==> config.mk <==
export PLATFORM = sky130hd
export DESIGN_NAME = apple1_pia
export DESIGN_NICKNAME = d
export VERILOG_FILES = /design/src/rtl/apple1_pia_pkg.sv /design/src/rtl/apple1_pia_fifo.sv /design/src/rtl/apple1_pia.sv
export SDC_FILE = /design/constraint.sdc
export NUM_CORES = 1
export LEC_CHECK = 0
export CAP_MARGIN = 20
export CORE_UTILIZATION = 47
export DETAILED_ROUTE_END_ITERATION = 7
export PLACE_DENSITY = 0.84
export SLEW_MARGIN = 20
export SYNTH_ARGS = -nofsm -noshare
export SYNTH_HDL_FRONTEND = slang
export SYNTH_SLANG_ARGS = --single-unit
==> constraint.sdc <==
create_clock -name clk -period 2 [get_ports clk]
set_input_delay 0.4 -clock clk [delete_from_list [all_inputs] [get_ports clk]]
set_output_delay 0.4 -clock clk [all_outputs]
set_load 0.03 [all_outputs]
==> src/rtl/apple1_pia_pkg.sv <==
// apple1_pia_pkg
//   Shared constants for the Apple-1 PIA keyboard/display block:
//   register offsets within $D010-$D013 and the ASCII case-folding constants
//   applied to incoming keystrokes.
package apple1_pia_pkg;

    localparam logic [1:0] REG_KBD   = 2'd0;
    localparam logic [1:0] REG_KBDCR = 2'd1;
    localparam logic [1:0] REG_DSP   = 2'd2;
    localparam logic [1:0] REG_DSPCR = 2'd3;

    localparam logic [6:0] ASCII_LC_A  = 7'h61;
    localparam logic [6:0] ASCII_LC_Z  = 7'h7A;
    localparam logic [6:0] CASE_OFFSET = 7'h20;

    // Fold lowercase letters to uppercase; the Apple-1 monitor only knows uppercase.
    function automatic logic [6:0] to_upper(input logic [6:0] c);
        if ((c >= ASCII_LC_A) && (c <= ASCII_LC_Z)) begin
            return c - CASE_OFFSET;
        end
        return c;
    endfunction

endpackage

==> src/rtl/apple1_pia_fifo.sv <==
// apple1_pia_fifo
//   Synchronous FIFO used to buffer host keystrokes.
//   Ports:
//     clk, reset        clock and synchronous active-high reset
//     push, wdata       write request and data (ignored while full)
//     pop               read request (ignored while empty)
//     rdata             current head entry (valid when ~empty)
//     full, empty       occupancy flags, derived from the registered count
//     count             number of stored entries
module apple1_pia_fifo #(
    parameter int WIDTH = 7,
    parameter int DEPTH = 4
) (
    input  logic                       clk,
    input  logic                       reset,
    input  logic                       push,
    input  logic                       pop,
    input  logic [WIDTH-1:0]           wdata,
    output logic [WIDTH-1:0]           rdata,
    output logic                       full,
    output logic                       empty,
    output logic [$clog2(DEPTH):0]     count
);

    localparam int AW = $clog2(DEPTH);
    localparam int CW = AW + 1;
    localparam logic [AW-1:0] PTR_ONE  = AW'(1);
    localparam logic [CW-1:0] CNT_ONE  = CW'(1);
    localparam logic [CW-1:0] CNT_FULL = CW'(DEPTH);

    logic [WIDTH-1:0] mem_q [DEPTH];
    logic [AW-1:0]    wr_ptr_q, wr_ptr_d;
    logic [AW-1:0]    rd_ptr_q, rd_ptr_d;
    logic [CW-1:0]    count_q, count_d;
    logic             do_push, do_pop;

    assign full    = (count_q == CNT_FULL);
    assign empty   = (count_q == '0);
    assign count   = count_q;
    assign rdata   = mem_q[rd_ptr_q];
    assign do_push = push & ~full;
    assign do_pop  = pop & ~empty;

    // DEPTH is a power of two, so pointers wrap naturally at AW bits.
    always_comb begin
        wr_ptr_d = wr_ptr_q;
        rd_ptr_d = rd_ptr_q;
        count_d  = count_q;
        if (do_push) begin
            wr_ptr_d = wr_ptr_q + PTR_ONE;
        end
        if (do_pop) begin
            rd_ptr_d = rd_ptr_q + PTR_ONE;
        end
        if (do_push && !do_pop) begin
            count_d = count_q + CNT_ONE;
        end else if (do_pop && !do_push) begin
            count_d = count_q - CNT_ONE;
        end
    end

    always_ff @(posedge clk) begin
        if (reset) begin
            wr_ptr_q <= '0;
            rd_ptr_q <= '0;
            count_q  <= '0;
        end else begin
            wr_ptr_q <= wr_ptr_d;
            rd_ptr_q <= rd_ptr_d;
            count_q  <= count_d;
        end
    end

    // Storage needs no reset: entries are only visible once counted.
    always_ff @(posedge clk) begin
        if (do_push && !reset) begin
            mem_q[wr_ptr_q] <= wdata;
        end
    end

endmodule

==> src/rtl/apple1_pia.sv <==
// apple1_pia
//   Apple-1 PIA replacement at $D010-$D013: keyboard FIFO with uppercase
//   folding, and a one-deep display character register handed out over
//   valid/ready.
//   Ports:
//     clk, reset                 clock, synchronous active-high reset
//     enable, cs, addr, din, we  CPU bus access (qualified by enable & cs)
//     dout                       register read data (combinational from addr)
//     kbd_data/valid/ready       host keystroke input handshake
//     dsp_data/valid/ready       display character output handshake
//     irq_n                      active-low keyboard interrupt
//   Build option: define PIA_IRQ_EN to drive irq_n from KBDCR bit 0 and the
//   FIFO state; otherwise irq_n is tied high.
module apple1_pia
    import apple1_pia_pkg::*;
#(
    parameter int KBD_DEPTH = 4
) (
    input  logic       clk,
    input  logic       reset,
    input  logic       enable,
    input  logic       cs,
    input  logic [1:0] addr,
    input  logic [7:0] din,
    input  logic       we,
    output logic [7:0] dout,
    input  logic [7:0] kbd_data,
    input  logic       kbd_valid,
    output logic       kbd_ready,
    output logic [7:0] dsp_data,
    output logic       dsp_valid,
    input  logic       dsp_ready,
    output logic       irq_n
);

    logic       acc, wr, rd;
    logic       kbd_push, kbd_pop;
    logic       kbd_full, kbd_empty;
    logic [6:0] kbd_head;
    logic [$clog2(KBD_DEPTH):0] kbd_count;

    logic [6:0] ctrl_k_q, ctrl_k_d;
    logic [6:0] ctrl_d_q, ctrl_d_d;
    logic [6:0] last_dsp_q, last_dsp_d;
    logic [7:0] dsp_data_q, dsp_data_d;
    logic       dsp_valid_q, dsp_valid_d;
    logic       dsp_load;

    logic unused_bits;
    assign unused_bits = ^{din[7], kbd_data[7], kbd_count};

    assign acc = enable & cs;
    assign wr  = acc & we;
    assign rd  = acc & ~we;

    assign kbd_ready = ~kbd_full;
    assign kbd_push  = kbd_valid & kbd_ready;
    assign kbd_pop   = rd & (addr == REG_KBD) & ~kbd_empty;

    apple1_pia_fifo #(
        .WIDTH (7),
        .DEPTH (KBD_DEPTH)
    ) u_kbd_fifo (
        .clk   (clk),
        .reset (reset),
        .push  (kbd_push),
        .pop   (kbd_pop),
        .wdata (to_upper(kbd_data[6:0])),
        .rdata (kbd_head),
        .full  (kbd_full),
        .empty (kbd_empty),
        .count (kbd_count)
    );

    always_comb begin
        dout = 8'h00;
        case (addr)
            REG_KBD:   dout = kbd_empty ? 8'h00 : {1'b1, kbd_head};
            REG_KBDCR: dout = {~kbd_empty, ctrl_k_q};
            REG_DSP:   dout = {dsp_valid_q, last_dsp_q};
            REG_DSPCR: dout = {1'b0, ctrl_d_q};
            default:   dout = 8'h00;
        endcase
    end

    // A DSP write is taken when the slot is free or is being drained this cycle.
    assign dsp_load = wr & (addr == REG_DSP) & (~dsp_valid_q | dsp_ready);

    always_comb begin
        ctrl_k_d    = ctrl_k_q;
        ctrl_d_d    = ctrl_d_q;
        last_dsp_d  = last_dsp_q;
        dsp_data_d  = dsp_data_q;
        dsp_valid_d = dsp_valid_q;
        if (wr && (addr == REG_KBDCR)) begin
            ctrl_k_d = din[6:0];
        end
        if (wr && (addr == REG_DSPCR)) begin
            ctrl_d_d = din[6:0];
        end
        if (dsp_load) begin
            dsp_data_d  = {1'b0, din[6:0]};
            last_dsp_d  = din[6:0];
            dsp_valid_d = 1'b1;
        end else if (dsp_valid_q && dsp_ready) begin
            dsp_valid_d = 1'b0;
        end
    end

    always_ff @(posedge clk) begin
        if (reset) begin
            ctrl_k_q    <= '0;
            ctrl_d_q    <= '0;
            last_dsp_q  <= '0;
            dsp_data_q  <= 8'h00;
            dsp_valid_q <= 1'b0;
        end else begin
            ctrl_k_q    <= ctrl_k_d;
            ctrl_d_q    <= ctrl_d_d;
            last_dsp_q  <= last_dsp_d;
            dsp_data_q  <= dsp_data_d;
            dsp_valid_q <= dsp_valid_d;
        end
    end

    assign dsp_data  = dsp_data_q;
    assign dsp_valid = dsp_valid_q;

`ifdef PIA_IRQ_EN
    logic irq_n_q, irq_n_d;

    // Follows the registered FIFO state, so it releases one cycle after the emptying pop.
    assign irq_n_d = ~(ctrl_k_q[0] & ~kbd_empty);

    always_ff @(posedge clk) begin
        if (reset) begin
            irq_n_q <= 1'b1;
        end else begin
            irq_n_q <= irq_n_d;
        end
    end

    assign irq_n = irq_n_q;
`else
    assign irq_n = 1'b1;
`endif

endmodule

==> results of run 1 <==
final cells by class:
cell class | count | area, sq um | share of cell area, %
clock inverters | 7 | 92.6 | 2.51
clock buffers | 9 | 124 | 3.35
inverters | 5 | 18.8 | 0.508
multi-input cells | 139 | 1170 | 31.7
well taps | 70 | 87.6 | 2.37
repair buffers | 73 | 736 | 19.9
flip-flops and latches | 59 | 1470 | 39.7
cells in the final DEF (no fill, tap or decap), types with 2 or more instances in the layout:
cell,count
nand2_2,6
nand3_2,5
dlymetal6s2s_1,3
mux2i_1,22
clkinvlp_4,2
nand2_1,5
nor2_1,30
mux2_2,7
and2_1,4
clkbuf_8,9
ha_1,5
a21oi_1,3
inv_1,4
xor2_1,4
clkbuf_2,2
nand3_1,3
bufinv_16,2
conb_1,2
nand4_1,2
buf_4,28
dfxtp_2,3
buf_12,7
clkdlybuf4s50_1,25
edfxtp_1,28
a22oi_1,6
buf_6,7
mux4_2,7
dfxtp_1,28
state kept, by name, summed over array words and instances (netlist names), named ones only:
name,cells
ctrl_k_q,7
dsp_valid,1
u_kbd_fifo.wr_ptr_q,2
ctrl_d_q,7
u_kbd_fifo.mem_q,28
dsp_data,7
u_kbd_fifo.count,3
u_kbd_fifo.rd_ptr_q,2
path summary, 6_finish.rpt:
path	cells past startpoint	slack, ps	startpoint	end
setup / recovery	5	-20	flop	dout[2]
hold / removal	2	490	ctrl_d_q[2]	ctrl_d_q[2]
setup reg to reg	8	40	u_kbd_fifo.count[2]	u_kbd_fifo.count[2]
hold reg to reg	2	490	ctrl_d_q[2]	ctrl_d_q[2]
timing repair:
item,in CTS,in global routing
resized for setup,25,10
setup endpoints to repair,9,9
hold buffers,0,0
pin swaps,6,1
kinds of logic (layout without fill, tap and decap cells):
kind of cell / Yosys count / in the layout / synth area share (%)
compound gates: 18 / 18 / 4.89
other cells: 2 / 2 / 0.285
xor+xnor: 5 / 5 / 1.66
buf+inv: 18 / 94 / 3.46
mux: 36 / 36 / 17.3
fa+ha+maj: 7 / 7 / 3.61
simple gates: 71 / 71 / 13.4
flops: 59 / 59 / 55.4
worst max-delay path: cells and delay by family, from the launching register on:
family / cells / cell delay, ps
buffers and inverters: 2 / 280
flip-flops: 1 / 340
multiplexers: 1 / 500
AND/OR/NAND/NOR: 2 / 160
per-layer routing:
| layer | track usage, % | routed length [microns] | part of all wire, % | vias up |
|---|---|---|---|---|
| li1 | - | - | - | 920 |
| met1 | 23.6 | 2310 | 44 | 891 |
| met2 | 33.4 | 2680 | 51 | 45 |
| met3 | 4.17 | 184 | 3.5 | 11 |
| met4 | 11.5 | 114 | 2.2 | 0 |
| met5 | 0 | 0 | 0 | - |
power breakdown:
part	total [mW]	switching, mW	internal [mW]
Combinational	0.606	0.309	0.297
Sequential	1.36	0.0323	1.33
Clock	1.18	0.480	0.696
Total	3.14	0.821	2.32
cells in the mapped netlist (all sizes together), types with 2 or more instances:
cell | count | area share [%]
a21oi | 3 | 0.57
and2 | 4 | 0.95
ha | 6 | 2.8
xor2 | 4 | 1.3
dfxtp | 31 | 24
edfxtp | 28 | 32
mux2i | 22 | 8.3
nand2 | 11 | 1.6
or3 | 2 | 0.47
nor2 | 31 | 4.5
conb | 2 | 0.28
nand3 | 9 | 1.7
mux2 | 7 | 3.0
buf | 9 | 2.2
and3b | 2 | 0.66
mux4 | 7 | 6.0
inv | 5 | 0.71
a22oi | 7 | 2.0
clkbuf | 4 | 0.57
nor3 | 2 | 0.81
nand4 | 2 | 0.47
per-stage QoR:
stage               util (%)  std cells  setup TNS (ps)  worst slack, ps  hold slack, ps
CTS                     69.8        362            -146            -45.8             499
detailed placement      64.5        346           -4670             -354             482
global placement        64.5        346           -3980             -327             468
finish                  70.1        362           -39.4            -16.9             494
global route            70.1        362            -359            -69.1             533
floorplan                  -        216               0             7.02             458
==> flow_metrics.tcl, run 1 <==
set metrics [dict create \
    violations "negative setup slack" \
    rows 26 \
    end_kind "output port" \
    final.period_utilization_pct 101 \
    yosysWarnings 0 \
    clock_latency_ps 330 \
    drv_slew 0 \
    antenna_found_initial 0 \
    setup_slack_ps -16.9 \
    synthFlopType "dfxtp_1" \
    avgSynthCellArea_sq_um 12.2 \
    die_w_microns 76.9 \
    via_per_inst 5.16 \
    cts-root-buf "clkbuf_8" \
    cts_buffers 9 \
    initial_utilization_pct 50.0 \
    synthToLayoutAreaGrowth_pct 40.0 \
    clock.fmax_ghz 0.496 \
    holdCritPathClass "flop to flop" \
    clock_tree.buffer_depth 2 \
    place_congestion 0.757 \
    grt_pass1_vias 1908 \
    coreArea_sq_um 5270 \
    crit_fanout 7 \
    ys_seq_area_share_pct 55.4 \
    hpwl_mm 3.86 \
    postSynthCellCount 216 \
    p_leak_nw 1.46 \
    postRouteAntennaNets 0 \
    fillers 385 \
    synth-edff-count 28 \
    vdd_drop_max_v 0.000675 \
    cp.required_ps 1600 \
    drt_wl_total_mm 5.29 \
    period_minus_slack_ps 2020 \
    p_per_area_nw_per_um2 851 \
    num_io_pins 44 \
    status "complete, but fails checks" \
    setup_viol 4 \
    cts.sinks 59 \
    hold_viol 0 \
    drc_errors 0 \
    grt_use_total_pct 19.9 \
    cp-start-kind "flop" \
    cts_setup_buffers 0 \
    fp.dieH_microns 76.9 \
    grt_setup_unrepaired "yes" \
    synth_fp_nets 248 \
    final_area_sq_um 3690 \
    ys_async_sr_fraction_pct 0 \
    drive_gt1_share_pct 34.2 \
    overflow 0 \
    h-tree-depth 3 \
    portBuffers 39 \
    total_power_mw 3.14 \
    skew_ps 8.95 \
    route.detailed.wl_per_inst_microns 14.6 \
    worst_path_max_delay_cell "mux4_2" \
    fp.dieArea_sq_um 5920 \
    firstDrtPassIters 4 \
    yosysUniqueCellTypes 44 \
    synth_seq_cells 59 \
    maxCapViolations 0 \
    syn-cell-area_sq_um 2640 \
    antenna_cells 0 \
    crit_path_max_incr_delay_ps 500 \
    cts_tree "done" \
    path_clk_slew_ps 70 \
    drt_iter0_drc 84 \
    nets 319 \
    grt_pass1_wl_mm 8.93 \
    cp_cell_sequence "buf_12, mux4_2, nand3_1, nand2_1, buf_6" \
    grt_max_degree 31 \
    vias 1867 \
    dpl_cell_area_sq_um 3400 \
    path_class "flop to output port" \
    arrival_ps 1620 \
]
Note: power is estimated with default switching activity, not from simulation.
==> inputs of run 2 (changes only) <==
- CAP_MARGIN: 20 -> default
==> results of run 2 <==
The final DEF is identical to that of run 1; final timing and power are the same.
==> inputs of run 3 (changes only) <==
- CAP_MARGIN: default -> 25
- CELL_PAD_IN_SITES_DETAIL_PLACEMENT: default -> 1
- CELL_PAD_IN_SITES_GLOBAL_PLACEMENT: default -> 1
- CORE_UTILIZATION: 47 -> 38
==> run 3 against run 2 <==
  * Final area down 3.1%
  * Worst setup slack worse by 33 ps
  * Critical path depth up 4
  * Via count up 2.0%
  * Clock skew down 1.4 ps
  * Core utilization down 15 points
  * First-iteration DRC count down 49%
  * Total power down 8.5%
  * Critical endpoint is now u_kbd_fifo.count[2]
  * Largest cell class unchanged
  * Largest power group unchanged
  * Die area up 23%
  * Sequential power about the same
  * The run still ends with negative setup slack left
  * Final cell count up 0.55%
  * Non-clock buffer count down 5
==> flow_metrics.tcl, run 3 (synthesized netlist as in run 1, its figures left out) <==
set metrics [dict create \
    most-common-layout-cells "30 x nor2_1, 28 x clkdlybuf4s50_1, 28 x edfxtp_1, 27 x dfxtp_1, 26 x buf_4" \
    total_power_mw 2.88 \
    end_kind "flop" \
    layout.cells.most_common "nor2_1" \
    whs_ps 506 \
    coreArea_sq_um 6530 \
    antenna_cells 0 \
    largest_reg_flops 28 \
    fp.dieH_microns 85.3 \
    die_w_microns 85.3 \
    final.period_utilization_pct 103 \
    synthToLayoutAreaGrowth_pct 35.6 \
    nets 314 \
    route.detailed.wl_per_inst_microns 17.3 \
    setup_viol 6 \
    period_minus_slack_ps 2050 \
    h-tree-depth 3 \
    grt_use_total_pct 19.1 \
    cts_tree "done" \
    fillers 685 \
    skew_ps 7.52 \
    drive_gt1_share_pct 33.1 \
    hpwl_mm 4.59 \
    dpl_cell_area_sq_um 3320 \
    overflow 0 \
    num_io_pins 44 \
    via_per_inst 5.23 \
    arrival_ps 2320 \
    firstDrtPassIters 4 \
    finalNonFillerCells 364 \
    cp-start-kind "primary input" \
    cp.required_ps 2270 \
    place_congestion 0.764 \
    drv_slew 0 \
    path_class "primary input to flop" \
    initial_utilization_pct 40.4 \
    place_inst 348 \
    final_area_sq_um 3580 \
    drt_iter0_drc 43 \
    fp.dieArea_sq_um 7280 \
    vdd_drop_max_v 0.000294 \
    path_clk_slew_ps 70 \
    vias 1905 \
    grt_pass1_wl_mm 10.4 \
    setup_slack_ps -50.1 \
    grt_pass1_vias 2090 \
    antenna_found_initial 0 \
    pre_cts_ws_ps -426 \
    grt_setup_unrepaired "yes" \
    cts_buffers 9 \
    tns_ps -137 \
    clock_latency_ps 340 \
    p_per_area_nw_per_um2 804 \
    drc_errors 0 \
    grt_max_degree 31 \
    fin_util_pct 54.8 \
    postRouteAntennaNets 0 \
    crit_fanout 2 \
    status "complete, but fails checks" \
    rows 29 \
    holdCritPathClass "flop to flop" \
    violations "negative setup slack" \
    clock_tree.buffer_depth 2 \
    clock.fmax_ghz 0.488 \
    regMostFlops "u_kbd_fifo.mem_q" \
    drt_wl_total_mm 6.28 \
    hold_viol 0 \
    cts.sinks 59 \
    p_leak_nw 1.38 \
    cts-root-buf "clkbuf_8" \
    maxCapViolations 0 \
    portBuffers 39 \
]
==> run 3: changes by cell type in the layout (fill, tap and decap cells not counted), sizes merged <==
cell / delta
buf: -5
clkdlybuf4s50: +3
clkinv: +3
dlymetal6s2s: -3
bufinv: -2
clkbuf: -2
clkdlybuf4s15: +1
clkinvlp: -1
dlygate4sd2: +1
==> run 3: worst max-delay path, cell delays in order <==
cell and delay (ps):
clkdlybuf4s50_1 480, and3b_1 220, nand3_4 110, ha_4 130
inv_1 50, fa_2 330, xor2_1 160, or3_1 330
a21oi_2 120
==> run 3: final cells by class <==
class                           instances  area [sq um]  area share, %
Timing Repair Buffer                   68           658           18.4
Clock buffer                            9           124           3.46
Clock inverter                          7          35.0          0.979
Sequential cell                        59          1470           41.0
Multi-Input combinational cell        139          1180           32.9
Tap cell                               77          96.3           2.69
Inverter                                5          18.8          0.525
==> run 3: routing by layer <==
layer  share of wire [%]  vias to the layer above  global-route usage [%]
met5                   0                        -                       0
met4                 1.6                        0                    8.94
met3                 3.0                       12                    3.99
met2                  54                       41                    35.4
met1                  41                      947                    20.7
li1                    -                      905                       -
==> run 3: path summary, 6_finish.rpt <==
check,from,slack (ps),to,cells after the start
max,we,-50,u_kbd_fifo.count[2],9
min,u_kbd_fifo.wr_ptr_q[1],510,u_kbd_fifo.wr_ptr_q[1],2
max reg2reg,u_kbd_fifo.count[2],-20,u_kbd_fifo.count[2],8
min reg2reg,u_kbd_fifo.wr_ptr_q[1],510,u_kbd_fifo.wr_ptr_q[1],2
==> run 3: report_power, final <==
part	switching, mW	internal (mW)
logic	0.323	0.277
clock network	0.476	0.431
registers	0.0385	1.33
total	0.838	2.04
==> run 3: timing repair <==
item | 4_1_cts | 5_1_grt
pin swaps | 6 | 1
gates resized for setup | 32 | 2
buffers inserted | 0 | 0
endpoints found under the hold margin | 0 | 0
hold buffers | 0 | 0
endpoints found under the setup margin | 9 | 8
